File: src/rtl/div_pkg.sv
`default_nettype none
// ============================================================================
// Module      : div_pkg
// Description : Shared types and constants for the divider scheduler slice.
//               Holds the FSM state encoding, the sign-extended quotient
//               width, the rsp_error bit positions and the default operand
//               width.
// Revision    : 1.0  initial release
// ============================================================================
package div_pkg;

   localparam int DEF_WIDTH = 16;   // default operand width
   localparam int QWIDTH    = 32;   // width of the sign-extended quotient port
   localparam int ERR_DIV0  = 1;    // rsp_error bit: divide-by-zero
   localparam int ERR_RSVD  = 0;    // rsp_error bit: reserved, always 0

   typedef enum logic [1:0] {
      ST_IDLE = 2'd0,
      ST_CALC = 2'd1,
      ST_FIX  = 2'd2,
      ST_DONE = 2'd3
   } state_e;

endpackage : div_pkg
`default_nettype wire

File: src/rtl/div_core_iter.sv
`default_nettype none
// ============================================================================
// Module      : div_core_iter
// Description : Unsigned restoring divider datapath, one quotient bit per
//               step. The quotient register starts out holding the dividend
//               and shifts quotient bits in from the right as dividend bits
//               leave on the left.
// Ports       : clk, rst_n      clock, async active-low reset
//               load_i          capture operand magnitudes, clear counter
//               step_i          perform one shift-subtract step
//               dividend_i      dividend magnitude (unsigned)
//               divisor_i       divisor magnitude (unsigned, nonzero)
//               quotient_o      quotient magnitude
//               remainder_o     remainder magnitude
//               last_o          the current step is the final one
// Revision    : 1.0  initial release
// ============================================================================
module div_core_iter
   import div_pkg::*;
#(
   parameter int WIDTH = DEF_WIDTH
) (
   input  logic             clk,
   input  logic             rst_n,
   input  logic             load_i,
   input  logic             step_i,
   input  logic [WIDTH-1:0] dividend_i,
   input  logic [WIDTH-1:0] divisor_i,
   output logic [WIDTH-1:0] quotient_o,
   output logic [WIDTH-1:0] remainder_o,
   output logic             last_o
);

   localparam int CW = $clog2(WIDTH) + 1;

   logic [WIDTH-1:0] rem_q, rem_d;
   logic [WIDTH-1:0] quo_q, quo_d;
   logic [WIDTH-1:0] dvs_q, dvs_d;
   logic [CW-1:0]    cnt_q, cnt_d;

   // Partial remainder shifted left with the next dividend bit appended.
   // The top bit matters only for the compare; the difference is always
   // smaller than the divisor, so WIDTH bits of it suffice.
   logic [WIDTH:0]   w_shift;
   logic             w_ge;
   logic [WIDTH-1:0] w_diff;

   assign w_shift = {rem_q, quo_q[WIDTH-1]};
   assign w_ge    = (w_shift >= {1'b0, dvs_q});
   assign w_diff  = w_shift[WIDTH-1:0] - dvs_q;

   always_comb begin
      rem_d = rem_q;
      quo_d = quo_q;
      dvs_d = dvs_q;
      cnt_d = cnt_q;
      if (load_i) begin
         rem_d = '0;
         quo_d = dividend_i;
         dvs_d = divisor_i;
         cnt_d = '0;
      end else if (step_i) begin
         rem_d = w_ge ? w_diff : w_shift[WIDTH-1:0];
         quo_d = {quo_q[WIDTH-2:0], w_ge};
         cnt_d = cnt_q + 1'b1;
      end
   end

   always_ff @(posedge clk or negedge rst_n) begin
      if (!rst_n) begin
         rem_q <= '0;
         quo_q <= '0;
         dvs_q <= '0;
         cnt_q <= '0;
      end else begin
         rem_q <= rem_d;
         quo_q <= quo_d;
         dvs_q <= dvs_d;
         cnt_q <= cnt_d;
      end
   end

   assign quotient_o  = quo_q;
   assign remainder_o = rem_q;
   assign last_o      = (cnt_q == CW'(WIDTH - 1));

endmodule : div_core_iter
`default_nettype wire

File: src/rtl/div_scheduler.sv
`default_nettype none
// ============================================================================
// Module      : div_scheduler
// Description : Round-robin front end for a single iterative signed divider.
//               One operation is in flight at a time: IDLE grants one
//               requester, CALC runs WIDTH unsigned steps, FIX applies the
//               signs, DONE holds the result until it is consumed. A zero
//               divisor skips straight to DONE with an error flag.
// Ports       : clk, rst_n                  clock, async active-low reset
//               req_valid/req_ready [NREQ]   per-requester handshake
//               req_dividend/req_divisor     NREQ packed signed operands
//               rsp_valid/rsp_ready          result handshake
//               rsp_id                       owning requester
//               rsp_quotient                 signed quotient, 32 bits
//               rsp_remainder                signed remainder
//               rsp_error                    bit 1 = divide-by-zero
// Revision    : 1.0  initial release
// ============================================================================
module div_scheduler
   import div_pkg::*;
#(
   parameter int WIDTH = DEF_WIDTH,
   parameter int NREQ  = 2,
   localparam int IDW  = (NREQ > 1) ? $clog2(NREQ) : 1
) (
   input  logic                  clk,
   input  logic                  rst_n,
   input  logic [NREQ-1:0]       req_valid,
   output logic [NREQ-1:0]       req_ready,
   input  logic [NREQ*WIDTH-1:0] req_dividend,
   input  logic [NREQ*WIDTH-1:0] req_divisor,
   output logic                  rsp_valid,
   input  logic                  rsp_ready,
   output logic [IDW-1:0]        rsp_id,
   output logic [QWIDTH-1:0]     rsp_quotient,
   output logic [WIDTH-1:0]      rsp_remainder,
   output logic [1:0]            rsp_error
);

   state_e            state_q, state_d;
   logic [IDW-1:0]    ptr_q, ptr_d;      // highest-priority requester
   logic [IDW-1:0]    id_q, id_d;
   logic [QWIDTH-1:0] quo_q, quo_d;
   logic [WIDTH-1:0]  rem_q, rem_d;
   logic [1:0]        err_q, err_d;
   logic              negq_q, negq_d;    // quotient must be negated
   logic              negr_q, negr_d;    // remainder must be negated

   logic              w_found;
   logic [IDW-1:0]    w_gidx;
   logic [WIDTH-1:0]  w_sel_dvd;
   logic [WIDTH-1:0]  w_sel_dvs;
   logic [WIDTH-1:0]  w_dvd_mag;
   logic [WIDTH-1:0]  w_dvs_mag;
   logic              w_accept;
   logic              w_core_load;
   logic              w_core_step;
   logic [WIDTH-1:0]  w_core_quo;
   logic [WIDTH-1:0]  w_core_rem;
   logic              w_core_last;
   logic [QWIDTH-1:0] w_quo_ext;

   // Round-robin winner: first valid at or above the pointer, otherwise
   // wrap around to the first valid from index 0.
   always_comb begin
      w_found = 1'b0;
      w_gidx  = '0;
      for (int i = 0; i < NREQ; i++) begin
         if (!w_found && req_valid[i] && (IDW'(i) >= ptr_q)) begin
            w_found = 1'b1;
            w_gidx  = IDW'(i);
         end
      end
      for (int i = 0; i < NREQ; i++) begin
         if (!w_found && req_valid[i]) begin
            w_found = 1'b1;
            w_gidx  = IDW'(i);
         end
      end
   end

   always_comb begin
      w_sel_dvd = '0;
      w_sel_dvs = '0;
      req_ready = '0;
      for (int i = 0; i < NREQ; i++) begin
         if (w_gidx == IDW'(i)) begin
            w_sel_dvd = req_dividend[i*WIDTH +: WIDTH];
            w_sel_dvs = req_divisor[i*WIDTH +: WIDTH];
         end
         req_ready[i] = (state_q == ST_IDLE) && w_found && (w_gidx == IDW'(i));
      end
   end

   assign w_accept  = (state_q == ST_IDLE) && w_found;
   // Unsigned magnitude: the most negative value maps to 2^(WIDTH-1).
   assign w_dvd_mag = w_sel_dvd[WIDTH-1] ? (-w_sel_dvd) : w_sel_dvd;
   assign w_dvs_mag = w_sel_dvs[WIDTH-1] ? (-w_sel_dvs) : w_sel_dvs;
   assign w_quo_ext = QWIDTH'(w_core_quo);

   always_comb begin
      state_d     = state_q;
      ptr_d       = ptr_q;
      id_d        = id_q;
      quo_d       = quo_q;
      rem_d       = rem_q;
      err_d       = err_q;
      negq_d      = negq_q;
      negr_d      = negr_q;
      w_core_load = 1'b0;
      w_core_step = 1'b0;
      case (state_q)
         ST_IDLE: begin
            if (w_accept) begin
               ptr_d  = (w_gidx == IDW'(NREQ - 1)) ? '0 : (w_gidx + 1'b1);
               id_d   = w_gidx;
               negq_d = w_sel_dvd[WIDTH-1] ^ w_sel_dvs[WIDTH-1];
               negr_d = w_sel_dvd[WIDTH-1];
               err_d  = '0;
               if (w_sel_dvs == '0) begin
                  state_d         = ST_DONE;
                  quo_d           = '0;
                  rem_d           = w_sel_dvd;
                  err_d[ERR_DIV0] = 1'b1;
               end else begin
                  state_d     = ST_CALC;
                  w_core_load = 1'b1;
               end
            end
         end
         ST_CALC: begin
            w_core_step = 1'b1;
            if (w_core_last) begin
               state_d = ST_FIX;
            end
         end
         ST_FIX: begin
            quo_d   = negq_q ? (-w_quo_ext) : w_quo_ext;
            rem_d   = negr_q ? (-w_core_rem) : w_core_rem;
            state_d = ST_DONE;
         end
         ST_DONE: begin
            if (rsp_ready) begin
               state_d = ST_IDLE;
            end
         end
         default: state_d = ST_IDLE;
      endcase
   end

   always_ff @(posedge clk or negedge rst_n) begin
      if (!rst_n) begin
         state_q <= ST_IDLE;
         ptr_q   <= '0;
         id_q    <= '0;
         quo_q   <= '0;
         rem_q   <= '0;
         err_q   <= '0;
         negq_q  <= 1'b0;
         negr_q  <= 1'b0;
      end else begin
         state_q <= state_d;
         ptr_q   <= ptr_d;
         id_q    <= id_d;
         quo_q   <= quo_d;
         rem_q   <= rem_d;
         err_q   <= err_d;
         negq_q  <= negq_d;
         negr_q  <= negr_d;
      end
   end

   div_core_iter #(
      .WIDTH (WIDTH)
   ) u_core (
      .clk         (clk),
      .rst_n       (rst_n),
      .load_i      (w_core_load),
      .step_i      (w_core_step),
      .dividend_i  (w_dvd_mag),
      .divisor_i   (w_dvs_mag),
      .quotient_o  (w_core_quo),
      .remainder_o (w_core_rem),
      .last_o      (w_core_last)
   );

   // Result fields read as zero whenever no response is presented.
   assign rsp_valid     = (state_q == ST_DONE);
   assign rsp_id        = rsp_valid ? id_q  : '0;
   assign rsp_quotient  = rsp_valid ? quo_q : '0;
   assign rsp_remainder = rsp_valid ? rem_q : '0;
   assign rsp_error     = rsp_valid ? err_q : '0;

endmodule : div_scheduler
`default_nettype wire

File: config.mk
export PLATFORM = sky130hd
export DESIGN_NAME = div_scheduler
export DESIGN_NICKNAME = d
export VERILOG_FILES = /design/src/rtl/div_pkg.sv /design/src/rtl/div_core_iter.sv /design/src/rtl/div_scheduler.sv
export SDC_FILE = /design/constraint.sdc
export NUM_CORES = 1
export LEC_CHECK = 0
export ABC_AREA = 1
export CAP_MARGIN = 0
export CORE_MARGIN = 2
export CORE_UTILIZATION = 40
export CTS_CLUSTER_DIAMETER = 50
export CTS_CLUSTER_SIZE = 30
export DETAILED_ROUTE_END_ITERATION = 8
export GPL_TIMING_DRIVEN = 1
export PLACE_DENSITY = 0.7
export SYNTH_ARGS = -nofsm -noshare
export SYNTH_HDL_FRONTEND = slang
export SYNTH_HIERARCHICAL = 1
export SYNTH_SLANG_ARGS = --single-unit
File: constraint.sdc
create_clock -name clk -period 3.37 [get_ports clk]
set_clock_uncertainty 0.1 [all_clocks]
set_input_delay 0.674 -clock clk [delete_from_list [all_inputs] [get_ports clk]]
set_output_delay 0.674 -clock clk [all_outputs]
set_load 0.01 [all_outputs]
==> reports/metrics.cfg, run 1 <==
[run_status]
outcome=finished clean

[die]
start_util_pct=40.6
die_w_um=152
ios=123
core_um2=21700
fp.dieH_um=152
die_area_um2=23200
core.rowCount=54

[synth]
syn_avg_cell_area_um2=6.38
post-synth-top-count-cell=nand2_1
synth_seq_cells=107
syn-cell-area_um2=8810
yosysWarnings=6
synth-simple-area-share_pct=41.1
synth-main-ff-cell=dfrtp_1
synth.top_cell.area_share_pct=30.4
syn_nets=1478
synth_compound_area_share_pct=8.71
synth.distinct_cells=47
syn_inst=1381
yosysTopAreaCell=dfrtp_1
synth_adder_area_share_pct=4.06
async_flop_share_pct=100
synth_edf_count=0
synth_top_family_by_area=simple AND/OR/NAND/NOR gates
synthTopCellsByCount=nand2_1, inv_1, nand3_1
ys_seq_area_share_pct=30.4
synth-xor-area-share_pct=2.29
synthTopCellsByArea=dfrtp_1, nand2_1, nand3_1
synth_mux_area_share_pct=0

[clocking]
cts_resized=0
worstSkewPairLatency_ns=0.37
cts.sinks=107
cts_buffers=9
clk_pin_slew_ns=0.08
post_cts_buffers=0
cts-hold-fix-buffers=0
cts_root_buf=clkbuf_16
h-tree-depth=3
clk_path_buf_depth=2
cts_tree=built

[routing]
vias=8916
drt-initial-drc-count=489
antenna_left=0
dr.pass1.iters=5
routedWlPerCell_um=14.1
viasPerCell=5.01
drc=0
wirelength_um=25000

[worst_setup_path]
path_class=input port to output port
required_ns=2.60
cp.arrival_ns=2.47
crit_path_start_kind=input port
crit_fanout=8
cp-end-kind=output port

[grt]
grt_max_degree=49
grt_pass1_vias=8436
grt_overflow=0
antenna_found_initial=0
track_usage_pct=21.6
grt_pass1_wl_um=41400

[sta]
fmax_mhz=309
rsz0062_at_grt=no
slew_headroom_pct=56.7
worst_pin_slew_ns=0.642
hold_violations=0
setup_violations=0
post-route-period-util_pct=96.2
finalCriticalPeriod_ns=3.24
drv_slew=0

[cells_and_area]
multiInputGateArea_um2=4970
final_layout_size_suffix_gt1_share_pct=7.28
nets=1590
num_antenna_cells=0
n_fill_cell=2203
syn2layout_area_growth_pct=20.9
fin_util_pct=49.1
layout.area.seq_um2=2680

[power_and_ir_drop]
vdd_ir_drop_max_mv=0.371
power_leakage_nw=5.79
power_density_nw_per_um2=932
total_power_mw=9.92

[placement]
port_buffers=121
gp_congestion=0.970
hpwl_um=19700

[hold_path]
min_path_type=input port to async pin

[flow_run]
drv_cap=0

-- worst max-delay path: stages --
cell and delay (ns):
clkdlybuf4s50_1 0.58, buf_4 0.20, inv_2 0.05, a21oi_1 0.16
inv_1 0.08, nor2_1 0.14, clkdlybuf4s50_1 0.57
-- stage by stage --
stage / cell area (um2) / hold WS, ns / setup WS, ns / TNS [ns] / cells
after floorplan: 8810 / 0.278 / 0.334 / 0 / 1381
after global placement: 10300 / 0.372 / 0.0477 / 0 / 1762
after detailed placement: 10300 / 0.379 / -0.0302 / -0.169 / 1762
after CTS: 10700 / 0.240 / 0.112 / 0 / 1778
after global routing: 10700 / 0.258 / 0.0615 / 0 / 1778
final: 10700 / 0.208 / 0.129 / 0 / 1778
-- final cells by class --
class / instances / area share [%]
repair buffers: 159 / 14.4
flip-flops and latches: 107 / 25.1
multi-input cells: 1001 / 46.7
well taps: 280 / 3.29
clock inverters: 7 / 0.834
clock buffers: 9 / 2.11
inverters: 215 / 7.58
-- where the power goes --
part / switching, mW / internal, mW
sequential: 0.549 / 1.89
combinational: 3.99 / 2.39
clock: 0.574 / 0.536
-- worst paths after layout --
kind / start / endpoint / slack (ns) / cells after the start
max in group asynchronous: rst_n / u_core/remainder_o[3]$_DFFE_PN0P_ / 2.20 / 2
hold reg to reg: id_q$_DFFE_PN0P_ / id_q$_DFFE_PN0P_ / 0.40 / 2
hold / removal: rst_n / u_core/dvs_q[4]$_DFFE_PN0P_ / 0.21 / 1
min in group clk: id_q$_DFFE_PN0P_ / id_q$_DFFE_PN0P_ / 0.40 / 2
setup / recovery: req_valid[1] / req_ready[0] / 0.13 / 7
setup reg to reg: ptr_q$_DFFE_PN0P_ / u_core/quotient_o[9]$_DFFE_PN0P_ / 0.58 / 14
-- layer usage --
layer | GRT usage [%] | share of wire (%)
met5 | 0 | 0
met4 | 6.50 | 2.1
met3 | 2.42 | 3.8
met1 | 29.1 | 48
met2 | 36.5 | 46
-- flip-flops by register name, indices dropped and copies added (netlist names) --
| register | flops |
|---|---|
| negr_q | 1 |
| state_q | 2 |
| err_q | 1 |
| ptr_q | 1 |
| u_core/remainder_o | 16 |
| u_core/quotient_o | 16 |
| negq_q | 1 |
| id_q | 1 |
| quo_q | 31 |
| rem_q | 16 |
| u_core/cnt_q | 5 |
| u_core/dvs_q | 16 |
-- cells by family after synthesis --
group	after synthesis
and+or+nand+nor	821
buffers and inverters	273
AOI/OAI and AO/OA	128
DFF	107
adders and majority gates	28
xor gates and xnor gates	23
other	1
-- placed cells by master, fill, tap and decap left out, types with 8 or more instances in the layout --
cell,count
a21oi_1,31
buf_4,36
clkbuf_16,9
clkdlybuf4s50_1,120
dfrtp_1,107
ha_1,26
inv_1,209
nand2_1,459
nand2_2,8
nand3_1,172
nand3b_1,20
nand4_1,12
nor2_1,94
nor3_1,19
o21ai_0,47
o21ai_1,9
o21ai_2,10
o221ai_1,12
or2_2,8
xor2_1,17
Power figures use the tool's default switching activity.
==> inputs of run 2 (changes only) <==
==> constraint.sdc (replaced) <==
create_clock -name clk -period 3.37 [get_ports clk]
set_clock_uncertainty 0.1 [all_clocks]
set_input_delay 0.674 -clock clk [delete_from_list [all_inputs] [get_ports clk]]
set_output_delay 0.674 -clock clk [all_outputs]
set_load 0.005 [all_outputs]
==> reports/metrics.cfg, run 2 (synthesized netlist as in run 1, its figures left out) <==
[clocking]
clk_pin_slew_ns=0.07  ; about the same
worstSkewPairLatency_ns=0.36  ; about the same
cts_buffers=9  ; unchanged
clk_path_buf_depth=2  ; unchanged
h-tree-depth=3  ; unchanged
cts_root_buf=clkbuf_16
cts.sinks=107  ; unchanged
post_cts_buffers=0  ; unchanged
cts_tree=built

[sta]
drv_slew=0  ; unchanged
setup_violations=0  ; unchanged
finalCriticalPeriod_ns=3.14  ; -0.0973 ns
worst_pin_slew_ns=0.663  ; +0.0210 ns
rsz0062_at_grt=no
post-route-period-util_pct=93.3  ; -2.9 points
fmax_mhz=318  ; +3.1%
hold_violations=0  ; unchanged
worst_slack_ns=0.226  ; +0.0973 ns
slew_headroom_pct=55.8  ; -0.95 points

[grt]
track_usage_pct=21.6  ; +0.060 points
antenna_found_initial=0  ; unchanged
grt_max_degree=75  ; +53%
grt_pass1_wl_um=41300  ; -0.47%
grt_overflow=0  ; unchanged
grt_pass1_vias=8211  ; -2.7%

[routing]
drt-initial-drc-count=685  ; +40%
routedWlPerCell_um=13.9  ; -1.0%
drc=0  ; unchanged
vias=8874  ; -0.47%
dr.pass1.iters=6  ; +1
viasPerCell=4.99  ; -0.47%
antenna_left=0  ; unchanged
wirelength_um=24800  ; -1.0%

[cells_and_area]
multiInputGateArea_um2=4970  ; unchanged
n_fill_cell=2237  ; +1.5%
layout.area.seq_um2=2680  ; unchanged
nets=1590  ; unchanged
mostFrequentLayoutCells=nand2_1, inv_1, nand3_1
layout_commonest_cell=nand2_1
largest_register_ffs=31  ; unchanged
num_antenna_cells=0  ; unchanged
final_layout_size_suffix_gt1_share_pct=7.28  ; unchanged
syn2layout_area_growth_pct=20.9  ; about the same
regMostFlops=quo_q

[die]
core_um2=21700  ; unchanged
core.rowCount=54  ; unchanged
ios=123  ; unchanged
start_util_pct=40.6  ; unchanged
die_area_um2=23200  ; unchanged
die_w_um=152  ; unchanged
fp.dieH_um=152  ; unchanged

[worst_setup_path]
cp-end-kind=output port
r2r-start=ptr_q$_DFFE_PN0P_
cpPeakStageDelay_ns=0.54  ; -0.04 ns
slowest_stage=clkdlybuf4s50_1
crit_path_start_kind=input port
crit_fanout=12  ; +4
worst_r2r_path_depth=16  ; +2
worst_r2r_endpoint=u_core/quotient_o[14]$_DFFE_PN0P_
required_ns=2.60  ; about the same
r2r_slack_ns=0.66  ; +0.08 ns
path_class=input port to output port
cp.arrival_ns=2.37  ; -0.10 ns
cp_cell_sequence=clkdlybuf4s50_1, nand2_4, nand2_8, buf_4, buf_4, nor2_1, clkdlybuf4s50_1

[hold_path]
min_path_type=input port to async pin

[placement]
pre_cts_ws_ns=-0.0280  ; +0.00218 ns
gp_congestion=0.969  ; about the same
port_buffers=121  ; unchanged
hpwl_um=19800  ; +0.43%

[power_and_ir_drop]
vdd_ir_drop_max_mv=0.388  ; +4.6%
power_density_nw_per_um2=917  ; -1.6%
total_power_mw=9.76  ; -1.6%
power_leakage_nw=5.80  ; +0.18%

[run_status]
outcome=finished clean

[flow_run]
drv_cap=0  ; unchanged

[run 2: cell types whose count changed in the layout (fill, tap and decap cells not counted), sizes merged]
| cell | delta |
|---|---|
| clkdlybuf4s50 | -1 |
| inv | +1 |
| clkinv | -1 |
| dlymetal6s2s | +1 |
[run 2: power by group]
group | switching [mW] | leakage [nW] | internal, mW
Combinational | 3.84 | 4.32 | 2.38
Clock | 0.542 | 0.151 | 0.534
Sequential | 0.589 | 1.33 | 1.89
Total | 4.97 | 5.80 | 4.80
[run 2: area by class of cell]
class | count | area share (%)
repair buffers | 159 | 14.4
multi-input cells | 1001 | 46.7
clock inverters | 7 | 0.787
flip-flops and latches | 107 | 25.1
inverters | 215 | 7.58
well taps | 280 | 3.29
clock buffers | 9 | 2.11
[run 2: worst max path at each step]
stage,startpoint,end,depth (start not counted)
2_1_floorplan,req_valid[1],u_core/quotient_o[10]$_DFFE_PN0P_,17
3_3_place_gp,req_valid[1],u_core/quotient_o[11]$_DFFE_PN0P_,13
3_5_place_dp,req_valid[1],u_core/quotient_o[13]$_DFFE_PN0P_,13
4_1_cts,req_valid[1],req_ready[0],7
5_1_grt,req_valid[0],u_core/quotient_o[14]$_DFFE_PN0P_,16
6_report,req_valid[0],req_ready[1],7
[run 2: what timing repair did]
item	CTS	global route
resized for setup	0	2
hold buffers	0	0
setup endpoints to repair	0	1
[run 2: per-stage QoR]
| step | util (%) | TNS, ns | cell area (um2) | std cells | hold WS (ns) |
|---|---|---|---|---|---|
| 5_1_grt | 49.1 | 0 | 10700 | 1778 | 0.200 |
| 2_1_floorplan | - | 0 | 8810 | 1381 | 0.278 |
| 6_report | 49.1 | 0 | 10700 | 1778 | 0.167 |
| 4_1_cts | 49.1 | 0 | 10600 | 1778 | 0.186 |
| 3_3_place_gp | 47.7 | 0 | 10300 | 1762 | 0.390 |
| 3_5_place_dp | 47.7 | -0.0971 | 10300 | 1762 | 0.395 |
[run 2: routing by layer]
| layer | GRT usage [%] | up-vias | part of all wire (%) | wire (um) |
|---|---|---|---|---|
| met5 | 0 | - | 0 | 0 |
| met1 | 29.4 | 3991 | 47 | 11600 |
| met3 | 2.65 | 31 | 4.6 | 1140 |
| li1 | - | 4583 | - | - |
| met4 | 7.61 | 0 | 2.7 | 664 |
| met2 | 35.6 | 269 | 46 | 11300 |
[run 2: critical path: cells and delay by family]
kind,cells,cell delay (ns)
buf+inv,4,1.35
simple gates,3,0.35
==> inputs of run 3 (changes only) <==
--- a/config.mk
+++ b/config.mk
@@ -14,6 +14,7 @@
 export DETAILED_ROUTE_END_ITERATION = 8
 export GPL_TIMING_DRIVEN = 1
 export PLACE_DENSITY = 0.7
+export SLEW_MARGIN = 25
 export SYNTH_ARGS = -nofsm -noshare
 export SYNTH_HDL_FRONTEND = slang
 export SYNTH_HIERARCHICAL = 1
==> results of run 3 <==
No change in the layout: final DEF, timing and power equal those of run 2.
